### src/rtl/ctrl_pkg.sv
// Shared encodings for the multicycle RV32I-subset control unit: FSM states,
// opcodes, ALU control codes and the internal aluop selector.
package ctrl_pkg;

   localparam int unsigned OP_W     = 7;
   localparam int unsigned F3_W     = 3;
   localparam int unsigned ALUC_W   = 3;
   localparam int unsigned ALUOP_W  = 2;
   localparam int unsigned SEL_W    = 2;

   typedef enum logic [3:0] {
      FETCH    = 4'd0,
      DECODE   = 4'd1,
      MEMADR   = 4'd2,
      MEMREAD  = 4'd3,
      MEMWB    = 4'd4,
      MEMWRITE = 4'd5,
      EXECUTER = 4'd6,
      EXECUTEI = 4'd7,
      ALUWB    = 4'd8,
      JAL      = 4'd9,
      BRANCH   = 4'd10
   } statetype;

   localparam logic [OP_W-1:0] OP_LOAD   = 7'b0000011;
   localparam logic [OP_W-1:0] OP_STORE  = 7'b0100011;
   localparam logic [OP_W-1:0] OP_RTYPE  = 7'b0110011;
   localparam logic [OP_W-1:0] OP_ITYPE  = 7'b0010011;
   localparam logic [OP_W-1:0] OP_BRANCH = 7'b1100011;
   localparam logic [OP_W-1:0] OP_JAL    = 7'b1101111;

   localparam logic [ALUC_W-1:0] ALU_ADD = 3'b000;
   localparam logic [ALUC_W-1:0] ALU_SUB = 3'b001;
   localparam logic [ALUC_W-1:0] ALU_AND = 3'b010;
   localparam logic [ALUC_W-1:0] ALU_OR  = 3'b011;
   localparam logic [ALUC_W-1:0] ALU_SLL = 3'b100;
   localparam logic [ALUC_W-1:0] ALU_SLT = 3'b101;
   localparam logic [ALUC_W-1:0] ALU_SRL = 3'b110;
   localparam logic [ALUC_W-1:0] ALU_XOR = 3'b111;

   localparam logic [ALUOP_W-1:0] ALUOP_ADD   = 2'b00;
   localparam logic [ALUOP_W-1:0] ALUOP_SUB   = 2'b01;
   localparam logic [ALUOP_W-1:0] ALUOP_FUNCT = 2'b10;

   localparam logic [F3_W-1:0] F3_BEQ = 3'b000;
   localparam logic [F3_W-1:0] F3_BNE = 3'b001;
   localparam logic [F3_W-1:0] F3_BLT = 3'b100;
   localparam logic [F3_W-1:0] F3_BGE = 3'b101;

endpackage

### src/rtl/multicycle_controller_if.sv
// Instruction fields, ALU flags and datapath control lines between the
// controller (master) and the shared datapath (slave).
interface multicycle_controller_if;
   import ctrl_pkg::*;

   logic [OP_W-1:0]   op;
   logic [F3_W-1:0]   funct3;
   logic              funct7b5;
   logic              zero;
   logic              notZero;
   logic              LessThan;
   logic              GreaterEqual;

   logic              pcwrite;
   logic              adrsrc;
   logic              memwrite;
   logic              irwrite;
   logic [SEL_W-1:0]  resultsrc;
   logic [SEL_W-1:0]  alusrca;
   logic [SEL_W-1:0]  alusrcb;
   logic [SEL_W-1:0]  immsrc;
   logic              regwrite;
   logic [ALUC_W-1:0] alucontrol;

   modport master (
      input  op, funct3, funct7b5, zero, notZero, LessThan, GreaterEqual,
      output pcwrite, adrsrc, memwrite, irwrite, resultsrc, alusrca, alusrcb,
             immsrc, regwrite, alucontrol
   );

   modport slave (
      output op, funct3, funct7b5, zero, notZero, LessThan, GreaterEqual,
      input  pcwrite, adrsrc, memwrite, irwrite, resultsrc, alusrca, alusrcb,
             immsrc, regwrite, alucontrol
   );

endinterface

### src/rtl/aludec.sv
// ALU control decoder: maps aluop plus funct fields to the 3-bit ALU code.
// Shared with the single-cycle core, so it carries no state.
module aludec
   import ctrl_pkg::*;
(
   input  logic [ALUOP_W-1:0] aluop,
   input  logic [F3_W-1:0]    funct3,
   input  logic               op5,
   input  logic               funct7b5,
   output logic [ALUC_W-1:0]  alucontrol
);

   always_comb begin
      alucontrol = ALU_ADD;
      case (aluop)
         ALUOP_ADD: alucontrol = ALU_ADD;
         ALUOP_SUB: alucontrol = ALU_SUB;
         ALUOP_FUNCT: begin
            case (funct3)
               // Only register-register forms subtract; addi keeps add.
               3'b000:  alucontrol = (op5 & funct7b5) ? ALU_SUB : ALU_ADD;
               3'b001:  alucontrol = ALU_SLL;
               3'b010:  alucontrol = ALU_SLT;
               3'b100:  alucontrol = ALU_XOR;
               3'b101:  alucontrol = ALU_SRL;
               3'b110:  alucontrol = ALU_OR;
               3'b111:  alucontrol = ALU_AND;
               default: alucontrol = ALU_ADD;
            endcase
         end
         default: alucontrol = ALU_ADD;
      endcase
   end

endmodule

### src/rtl/multicycle_controller.sv
// Multicycle control FSM: sequences fetch/decode/execute/writeback, resolves
// branches from the ALU flags and decodes the immediate format.
module multicycle_controller
   import ctrl_pkg::*;
(
   input  logic                   clk,
   input  logic                   reset,
   multicycle_controller_if.master bus
);

   statetype state;
   statetype state_d;

   logic               pcupdate;
   logic               branch;
   logic               taken;
   logic [ALUOP_W-1:0] aluop;
   logic               adrsrc_s;
   logic               memwrite_s;
   logic               irwrite_s;
   logic               regwrite_s;
   logic [SEL_W-1:0]   resultsrc_s;
   logic [SEL_W-1:0]   alusrca_s;
   logic [SEL_W-1:0]   alusrcb_s;

   always_ff @(posedge clk) begin
      if (reset) state <= FETCH;
      else       state <= state_d;
   end

   // Next state and Moore outputs of the current state.
   always_comb begin
      state_d     = FETCH;
      pcupdate    = 1'b0;
      branch      = 1'b0;
      aluop       = ALUOP_ADD;
      adrsrc_s    = 1'b0;
      memwrite_s  = 1'b0;
      irwrite_s   = 1'b0;
      regwrite_s  = 1'b0;
      resultsrc_s = 2'b00;
      alusrca_s   = 2'b00;
      alusrcb_s   = 2'b00;
      case (state)
         FETCH: begin
            irwrite_s   = 1'b1;
            alusrcb_s   = 2'b10;
            resultsrc_s = 2'b10;
            pcupdate    = 1'b1;
            state_d     = DECODE;
         end
         DECODE: begin
            alusrca_s = 2'b01;
            alusrcb_s = 2'b01;
            case (bus.op)
               OP_LOAD, OP_STORE: state_d = MEMADR;
               OP_RTYPE:          state_d = EXECUTER;
               OP_ITYPE:          state_d = EXECUTEI;
               OP_BRANCH:         state_d = BRANCH;
               OP_JAL:            state_d = JAL;
               default:           state_d = FETCH;
            endcase
         end
         MEMADR: begin
            alusrca_s = 2'b10;
            alusrcb_s = 2'b01;
            state_d   = (bus.op == OP_LOAD) ? MEMREAD : MEMWRITE;
         end
         MEMREAD: begin
            adrsrc_s = 1'b1;
            state_d  = MEMWB;
         end
         MEMWB: begin
            resultsrc_s = 2'b01;
            regwrite_s  = 1'b1;
            state_d     = FETCH;
         end
         MEMWRITE: begin
            adrsrc_s   = 1'b1;
            memwrite_s = 1'b1;
            state_d    = FETCH;
         end
         EXECUTER: begin
            alusrca_s = 2'b10;
            aluop     = ALUOP_FUNCT;
            state_d   = ALUWB;
         end
         EXECUTEI: begin
            alusrca_s = 2'b10;
            alusrcb_s = 2'b01;
            aluop     = ALUOP_FUNCT;
            state_d   = ALUWB;
         end
         ALUWB: begin
            regwrite_s = 1'b1;
            state_d    = FETCH;
         end
         JAL: begin
            alusrca_s = 2'b01;
            alusrcb_s = 2'b10;
            pcupdate  = 1'b1;
            state_d   = ALUWB;
         end
         BRANCH: begin
            alusrca_s = 2'b10;
            aluop     = ALUOP_SUB;
            branch    = 1'b1;
            state_d   = FETCH;
         end
         default: state_d = FETCH;
      endcase
   end

   // Unsupported funct3 values simply fall through as not taken.
   always_comb begin
      taken = 1'b0;
      case (bus.funct3)
         F3_BEQ:  taken = bus.zero;
         F3_BNE:  taken = bus.notZero;
         F3_BLT:  taken = bus.LessThan;
         F3_BGE:  taken = bus.GreaterEqual;
         default: taken = 1'b0;
      endcase
   end

   always_comb begin
      bus.immsrc = 2'b00;
      case (bus.op)
         OP_STORE:  bus.immsrc = 2'b01;
         OP_BRANCH: bus.immsrc = 2'b10;
         OP_JAL:    bus.immsrc = 2'b11;
         default:   bus.immsrc = 2'b00;
      endcase
   end

   // Write enables are held off for as long as reset is asserted.
   assign bus.pcwrite   = ~reset & (pcupdate | (branch & taken));
   assign bus.memwrite  = ~reset & memwrite_s;
   assign bus.irwrite   = ~reset & irwrite_s;
   assign bus.regwrite  = ~reset & regwrite_s;
   assign bus.adrsrc    = adrsrc_s;
   assign bus.resultsrc = resultsrc_s;
   assign bus.alusrca   = alusrca_s;
   assign bus.alusrcb   = alusrcb_s;

   aludec u_aludec (
      .aluop      (aluop),
      .funct3     (bus.funct3),
      .op5        (bus.op[5]),
      .funct7b5   (bus.funct7b5),
      .alucontrol (bus.alucontrol)
   );

endmodule

### src/flat_wrapper.sv
// flat-port wrapper written by rule: the top's interface ports become plain ports
module multicycle_controller_flat import ctrl_pkg::*;
  (clk, reset, bus_op, bus_funct3, bus_funct7b5, bus_zero, bus_notZero, bus_LessThan, bus_GreaterEqual, bus_pcwrite, bus_adrsrc, bus_memwrite, bus_irwrite, bus_resultsrc, bus_alusrca, bus_alusrcb, bus_immsrc, bus_regwrite, bus_alucontrol);
  multicycle_controller_if bus_i ();
  input  logic clk;
  input  logic reset;
  input wire logic [$bits(bus_i.op)-1:0] bus_op;
  input wire logic [$bits(bus_i.funct3)-1:0] bus_funct3;
  input wire logic [$bits(bus_i.funct7b5)-1:0] bus_funct7b5;
  input wire logic [$bits(bus_i.zero)-1:0] bus_zero;
  input wire logic [$bits(bus_i.notZero)-1:0] bus_notZero;
  input wire logic [$bits(bus_i.LessThan)-1:0] bus_LessThan;
  input wire logic [$bits(bus_i.GreaterEqual)-1:0] bus_GreaterEqual;
  output wire logic [$bits(bus_i.pcwrite)-1:0] bus_pcwrite;
  output wire logic [$bits(bus_i.adrsrc)-1:0] bus_adrsrc;
  output wire logic [$bits(bus_i.memwrite)-1:0] bus_memwrite;
  output wire logic [$bits(bus_i.irwrite)-1:0] bus_irwrite;
  output wire logic [$bits(bus_i.resultsrc)-1:0] bus_resultsrc;
  output wire logic [$bits(bus_i.alusrca)-1:0] bus_alusrca;
  output wire logic [$bits(bus_i.alusrcb)-1:0] bus_alusrcb;
  output wire logic [$bits(bus_i.immsrc)-1:0] bus_immsrc;
  output wire logic [$bits(bus_i.regwrite)-1:0] bus_regwrite;
  output wire logic [$bits(bus_i.alucontrol)-1:0] bus_alucontrol;
  assign bus_i.op = bus_op;
  assign bus_i.funct3 = bus_funct3;
  assign bus_i.funct7b5 = bus_funct7b5;
  assign bus_i.zero = bus_zero;
  assign bus_i.notZero = bus_notZero;
  assign bus_i.LessThan = bus_LessThan;
  assign bus_i.GreaterEqual = bus_GreaterEqual;
  assign bus_pcwrite = bus_i.pcwrite;
  assign bus_adrsrc = bus_i.adrsrc;
  assign bus_memwrite = bus_i.memwrite;
  assign bus_irwrite = bus_i.irwrite;
  assign bus_resultsrc = bus_i.resultsrc;
  assign bus_alusrca = bus_i.alusrca;
  assign bus_alusrcb = bus_i.alusrcb;
  assign bus_immsrc = bus_i.immsrc;
  assign bus_regwrite = bus_i.regwrite;
  assign bus_alucontrol = bus_i.alucontrol;
  multicycle_controller u_core (.clk(clk), .reset(reset), .bus(bus_i));
endmodule
### config.mk
export PLATFORM = sky130hd
export DESIGN_NAME = multicycle_controller_flat
export DESIGN_NICKNAME = d
export VERILOG_FILES = /design/src/rtl/ctrl_pkg.sv /design/src/rtl/multicycle_controller_if.sv /design/src/rtl/aludec.sv /design/src/rtl/multicycle_controller.sv /design/src/flat_wrapper.sv
export SDC_FILE = /design/constraint.sdc
export NUM_CORES = 1
export LEC_CHECK = 0
export CAP_MARGIN = 10
export CORE_MARGIN = 2
export CORE_UTILIZATION = 41
export DETAILED_ROUTE_END_ITERATION = 6
export PLACE_DENSITY = 0.93
export SYNTH_ARGS = -nofsm -noshare
export SYNTH_HDL_FRONTEND = slang
export SYNTH_HIERARCHICAL = 1
export SYNTH_SLANG_ARGS = --single-unit
### constraint.sdc
create_clock -name clk -period 3.5 [get_ports clk]
set_input_delay 0.875 -clock clk [delete_from_list [all_inputs] [get_ports clk]]
set_output_delay 0.875 -clock clk [all_outputs]
set_load 0.02 [all_outputs]
# [Word level (Yosys, flattened, before mapping)]
# Cells that the tools add are included.
[word_totals] ff_bits=4 word_cells=62 output_inout_bits=16
[op_classes] n_bitwise=8 n_eq_ne=24 muxes=18 reduce_logical=11
[ops] op="one-hot mux 4 bit (5 select lines)" count=2
[ops] op="one-hot mux 3 bit (7 select lines)" count=1
[ops] op="equality test 4 x 3 -> 1 bit (second input constant)" count=4
[ops] op="one-hot mux 2 bit (2 select lines)" count=4
[ops] op="equality test 7 x 6 -> 1 bit (second input constant)" count=2
[ops] op="equality test 7 bit (second input constant)" count=2
[ops] op="equality test 3 bit (second input constant)" count=4
[ops] op="equality test 4 bit (second input constant)" count=3
[ops] op="OR reduction 2 bit" count=6
[ops] op="equality test 4 x 2 -> 1 bit (second input constant)" count=2
[ops] op="equality test 7 x 2 -> 1 bit (second input constant)" count=1
[ops] op="equality test 7 x 5 -> 1 bit (second input constant)" count=1
[ops] op="2-to-1 mux 1 bit" count=7
[ops] op="bitwise AND 1 bit" count=6
[ops] op="one-hot mux 2 bit (3 select lines)" count=1
[ops] op="one-hot mux 3 bit (2 select lines)" count=1
[ops] op="OR reduction 3 bit" count=2
[ops] op="equality test 4 x 1 -> 1 bit (second input constant)" count=1
[ops] op="logical NOT 4 bit" count=1
[ops] op="one-hot mux 1 bit (4 select lines)" count=1
[ops] op="OR reduction 4 bit" count=1
[ops] op="equality test 3 x 1 -> 1 bit (second input constant)" count=1
[ops] op="equality test 3 x 2 -> 1 bit (second input constant)" count=1
[ops] op="logical NOT 3 bit" count=1
[ops] op="other kinds (5)" count=5

# [Logic depth before layout (Yosys ltp)]
[depth] ltp_word=5 mapped_depth=6 mapped_depth_nobuf=6

# [Hierarchy]
# The synthesis kept the hierarchy.
[by_module_without_submodules] module="multicycle_controller" instances=1 area_per_inst_um2=533.0 seq_area_each_um2=80.1 cells_per_inst=66
[by_module_without_submodules] module="aludec" instances=1 area_per_inst_um2=87.6 seq_area_each_um2=0.0 cells_per_inst=12

# [Worst setup path after synthesis]
# Ideal clock, no wire load.
[synth_path] kind="reg2out" from="register u_core.state[2]" to="output port bus_alucontrol[0]" path_stages_with_launch=7 setup_slack_ps=631 t_arrival_ps=1994 path_cell_list="dfxtp_1 -> buf_2 -> nor4b_1 -> inv_1 -> ha_1 -> or3b_1 -> o22ai_1"
[synth_via] elab_chain_len=5 elab_cells_between_ends=8 classes_between="eq/ne: 5; mux: 2; reduce/logical: 1"
[synth_lines] element="start, declared" line_no="multicycle_controller.sv:11" rtl="statetype state;"
[synth_lines] element="start signal, assigned" line_no="multicycle_controller.sv:28" rtl="else state <= state_d;"
[synth_lines] element="equality test 4 x 3 -> 1 bit" line_no="multicycle_controller.sv:44" rtl="case (state)"
[synth_lines] element="OR reduction 2 bit (no source line)"
[synth_lines] element="one-hot mux 2 bit (2 select lines) *" line_no="multicycle_controller.sv:44"
[synth_lines] element="net u_core.aluop[0]" line_no="multicycle_controller.sv:17" rtl="logic [ALUOP_W-1:0] aluop;"
[synth_lines] element="equality test 2 bit or equality test 2 x 1 -> 1 bit (tied branches)" line_no="aludec.sv:15" rtl="case (aluop)"
[synth_lines] element="one-hot mux 3 bit (2 select lines) *" line_no="aludec.sv:15"
[synth_lines] element="end, declared" line_no="flat_wrapper.sv:23" rtl="output wire logic [$bits(bus_i.alucontrol)-1:0] bus_alucontrol;"
# Mark *: on every way through the listed nets, which the timed path passes. The rest lies on a longest branch.

# [Worst setup path after layout]
[layout_path] from="input port bus_funct3[0]" to="output port bus_pcwrite"
[layout_via] elab_chain_len=5 elab_cells_between_ends=8 classes_between="eq/ne: 3; mux: 1; bitwise: 3; reduce/logical: 1"
[layout_lines] element="start, declared" line_no="flat_wrapper.sv:8" rtl="input wire logic [$bits(bus_i.funct3)-1:0] bus_funct3;"
[layout_lines] element="equality test 3 bit, or another cell as far along" line_no="multicycle_controller.sv:117" rtl="case (bus.funct3)"
[layout_lines] element="one-hot mux 1 bit (4 select lines) *" line_no="multicycle_controller.sv:117"
[layout_lines] element="bitwise AND 1 bit *" line_no="multicycle_controller.sv:137" rtl="assign bus.pcwrite = ~reset & (pcupdate | (branch & taken));"
[layout_lines] element="OR 1 bit *" line_no="multicycle_controller.sv:137"
[layout_lines] element="bitwise AND 1 bit *" line_no="multicycle_controller.sv:137"
[layout_lines] element="end, declared" line_no="flat_wrapper.sv:14" rtl="output wire logic [$bits(bus_i.pcwrite)-1:0] bus_pcwrite;"
# Mark *: on every way between the ends. The rest lies on a longest branch, timed or not.

==> flow_metrics.tcl <==
set metrics [dict create \
    rsz0062_at_grt "false" \
    h-tree-depth 1 \
    num_antenna_cells 0 \
    via_count 780 \
    cts_tree "done" \
    dp_cells 130 \
    synthCells 78 \
    syn_nets 97 \
    hold_violations 0 \
    regMostFlops "u_core/state" \
    routed_wl_um 2010 \
    drcViolationCount 0 \
    grt-ovfl-total 0 \
    clock_sinks 4 \
    synth_top_cell_by_area "dfxtp_1" \
    grt_max_degree 14 \
    io_buffer_count 32 \
    area_growth_pct 64.9 \
    synth_area_um2 621 \
    die_w_um 42.9 \
    dp_hpwl_um 1470 \
    slew_violations 0 \
    largest_reg_flops 4 \
    cp-start-kind "primary input" \
    seq_area_um2 80.1 \
    syn_area_per_cell_um2 7.96 \
    finClkSkew_ps 5.13 \
    top_regs "u_core/state x4" \
    seq_area_frac_synth 0.129 \
    fin_ws_ps 158 \
    drt-wirelength-per-cell_um 15.1 \
    min_from "u_core/state[3]" \
    fin_crit_sh 0.955 \
    vdd_drop_max_mv 0.165 \
    drive_gt1_frac 0.188 \
    clk_pin_slew_ps 40 \
    synth-seq-cells 4 \
    cap_violations 0 \
    die_y_um 42.9 \
    p_leak_nw 0.440 \
    yosysWarnings 6 \
    reg2regPathDepth 4 \
    worstSetupPathType "in -> out" \
    tightest_slew_ps 654 \
    synthArstFlopShare 0 \
    ys.flop_type "dfxtp_1" \
    max_freq_ghz 0.299 \
    synth_edf_count 0 \
    dr.pass1.iters 5 \
    yosysTopAreaCellShare 0.129 \
    via_per_inst 5.86 \
    cp.arrival_ps 2470 \
    core_mm2 0.00145 \
    n_fill_cell 116 \
    status "finished clean" \
    hold_end "u_core/state[3]" \
    setup_violations 0 \
    cts_buffer_depth 2 \
    cts_buffers 3 \
    required_ps 2620 \
    grt_pass1_wl_um 3070 \
    first_iter_violations 27 \
    ant_nets 0 \
    reg2reg_from "u_core/state[0]" \
    antenna_found_initial 0 \
    fin_nets 138 \
    relSlewSlack 0.563 \
    grt_pass1_vias 755 \
    worstHoldPathCells 3 \
    r2r_slack_ps 1950 \
    pre_cts_slack_ps -74.4 \
    crit_path_end_kind "output port" \
    synthTopCellsByArea "dfxtp_1 13%, xnor2_1 5.6%, nor3b_1 4.8%" \
    root_buffer "clkbuf_4" \
    clk_latency_ps 240 \
    die_area_mm2 0.00184 \
    boundaryPins 33 \
    start_util 0.427 \
    rows 14 \
    p_per_area_mw_per_mm2 188 \
    hold_path_class "reg -> reg" \
    place.gp.congestion 0.835 \
    synth_cell_types 41 \
    critPathMaxFanout 2 \
    reg2reg_to "u_core/state[3]" \
    fin_crit_ps 3340 \
    track_usage 0.225 \
    fin_cells 133 \
    multi_input_area_um2 473 \
]
==> per-layer routing <==
metal,part of all wire,GRT usage
met1,0.38,0.221
met2,0.53,0.424
met3,0.056,0.0468
met4,0.033,0.131
met5,0,0
==> critical path, stage by stage <==
cell	delay (ps)
clkdlybuf4s50_1	500
mux4_2	500
a32o_1	260
dlygate4sd2_1	330
==> area by class of cell <==
type / count / share of cell area
tap: 16 / 0.0196
timing repair buffer: 42 / 0.392
inverter: 7 / 0.0257
multi-input combinational: 61 / 0.462
clock buffer: 3 / 0.0220
sequential: 4 / 0.0782
==> through the flow <==
stage	area, um^2	power (W)	TNS (ps)	hold WS (ps)	util
floorplan	621	0.0000872	0	555	-
global placement	988	0.000128	-21.6	647	0.680
detailed placement	988	0.000131	-74.4	665	0.680
CTS	1010	0.000193	0	669	0.694
global route	1020	0.000201	0	730	0.704
finish	1020	0.000192	0	703	0.704
==> power breakdown <==
group          switching (W)  internal, W
logic              0.0000384    0.0000452
clock network      0.0000225    0.0000386
registers        0.000000763    0.0000469
==> synth_stat cells, types with 2 or more instances <==
master    instances
inv_1             7
a21oi_1           5
nor3_1            5
buf_2             4
dfxtp_1           4
nor3b_1           4
xnor2_1           4
nor2_1            3
nor4_1            3
and3b_1           2
clkbuf_8          2
ha_1              2
nand2_1           2
nand2b_1          2
nand4b_1          2
or2_2             2
==> cell usage in the layout (no fill, tap or decap), types with 2 or more instances in the layout <==
master,n
nand4b_1,2
nand2_1,2
ha_1,2
nor4_1,3
or2_2,2
a21oi_1,5
nor2_1,3
clkdlybuf4s50_1,28
nor3_1,5
nand2b_1,2
inv_1,7
xnor2_1,4
dlymetal6s2s_1,3
buf_4,10
clkbuf_4,3
nor3b_1,4
dfxtp_1,4
and3b_1,2
==> cells by family after synthesis <==
kind of cell,after synthesis,share of synthesized area
mux,1,0.0363
compound gates,16,0.198
simple gates,37,0.407
buf+inv,13,0.119
xor+xnor,5,0.0706
fa+ha+maj,2,0.0403
flops,4,0.129
==> worst max-delay path by stage <==
stage / from / to / slack (ps)
finish: bus_funct3[0] / bus_pcwrite / 160
global route: bus_op[3] / bus_immsrc[1] / 100
CTS: bus_funct3[0] / bus_alucontrol[0] / 30
detailed placement: bus_funct3[0] / bus_pcwrite / -70
global placement: bus_funct3[0] / bus_pcwrite / -20
floorplan: u_core/state[2] / bus_alucontrol[0] / 630
==> what timing repair did <==
item / CTS / global route
gates resized for setup: 1 / 4
buffers inserted: 0 / 0
hold buffers: 0 / 0
endpoints found under the setup margin: 1 / 3
(Power assumes the default switching activity.)
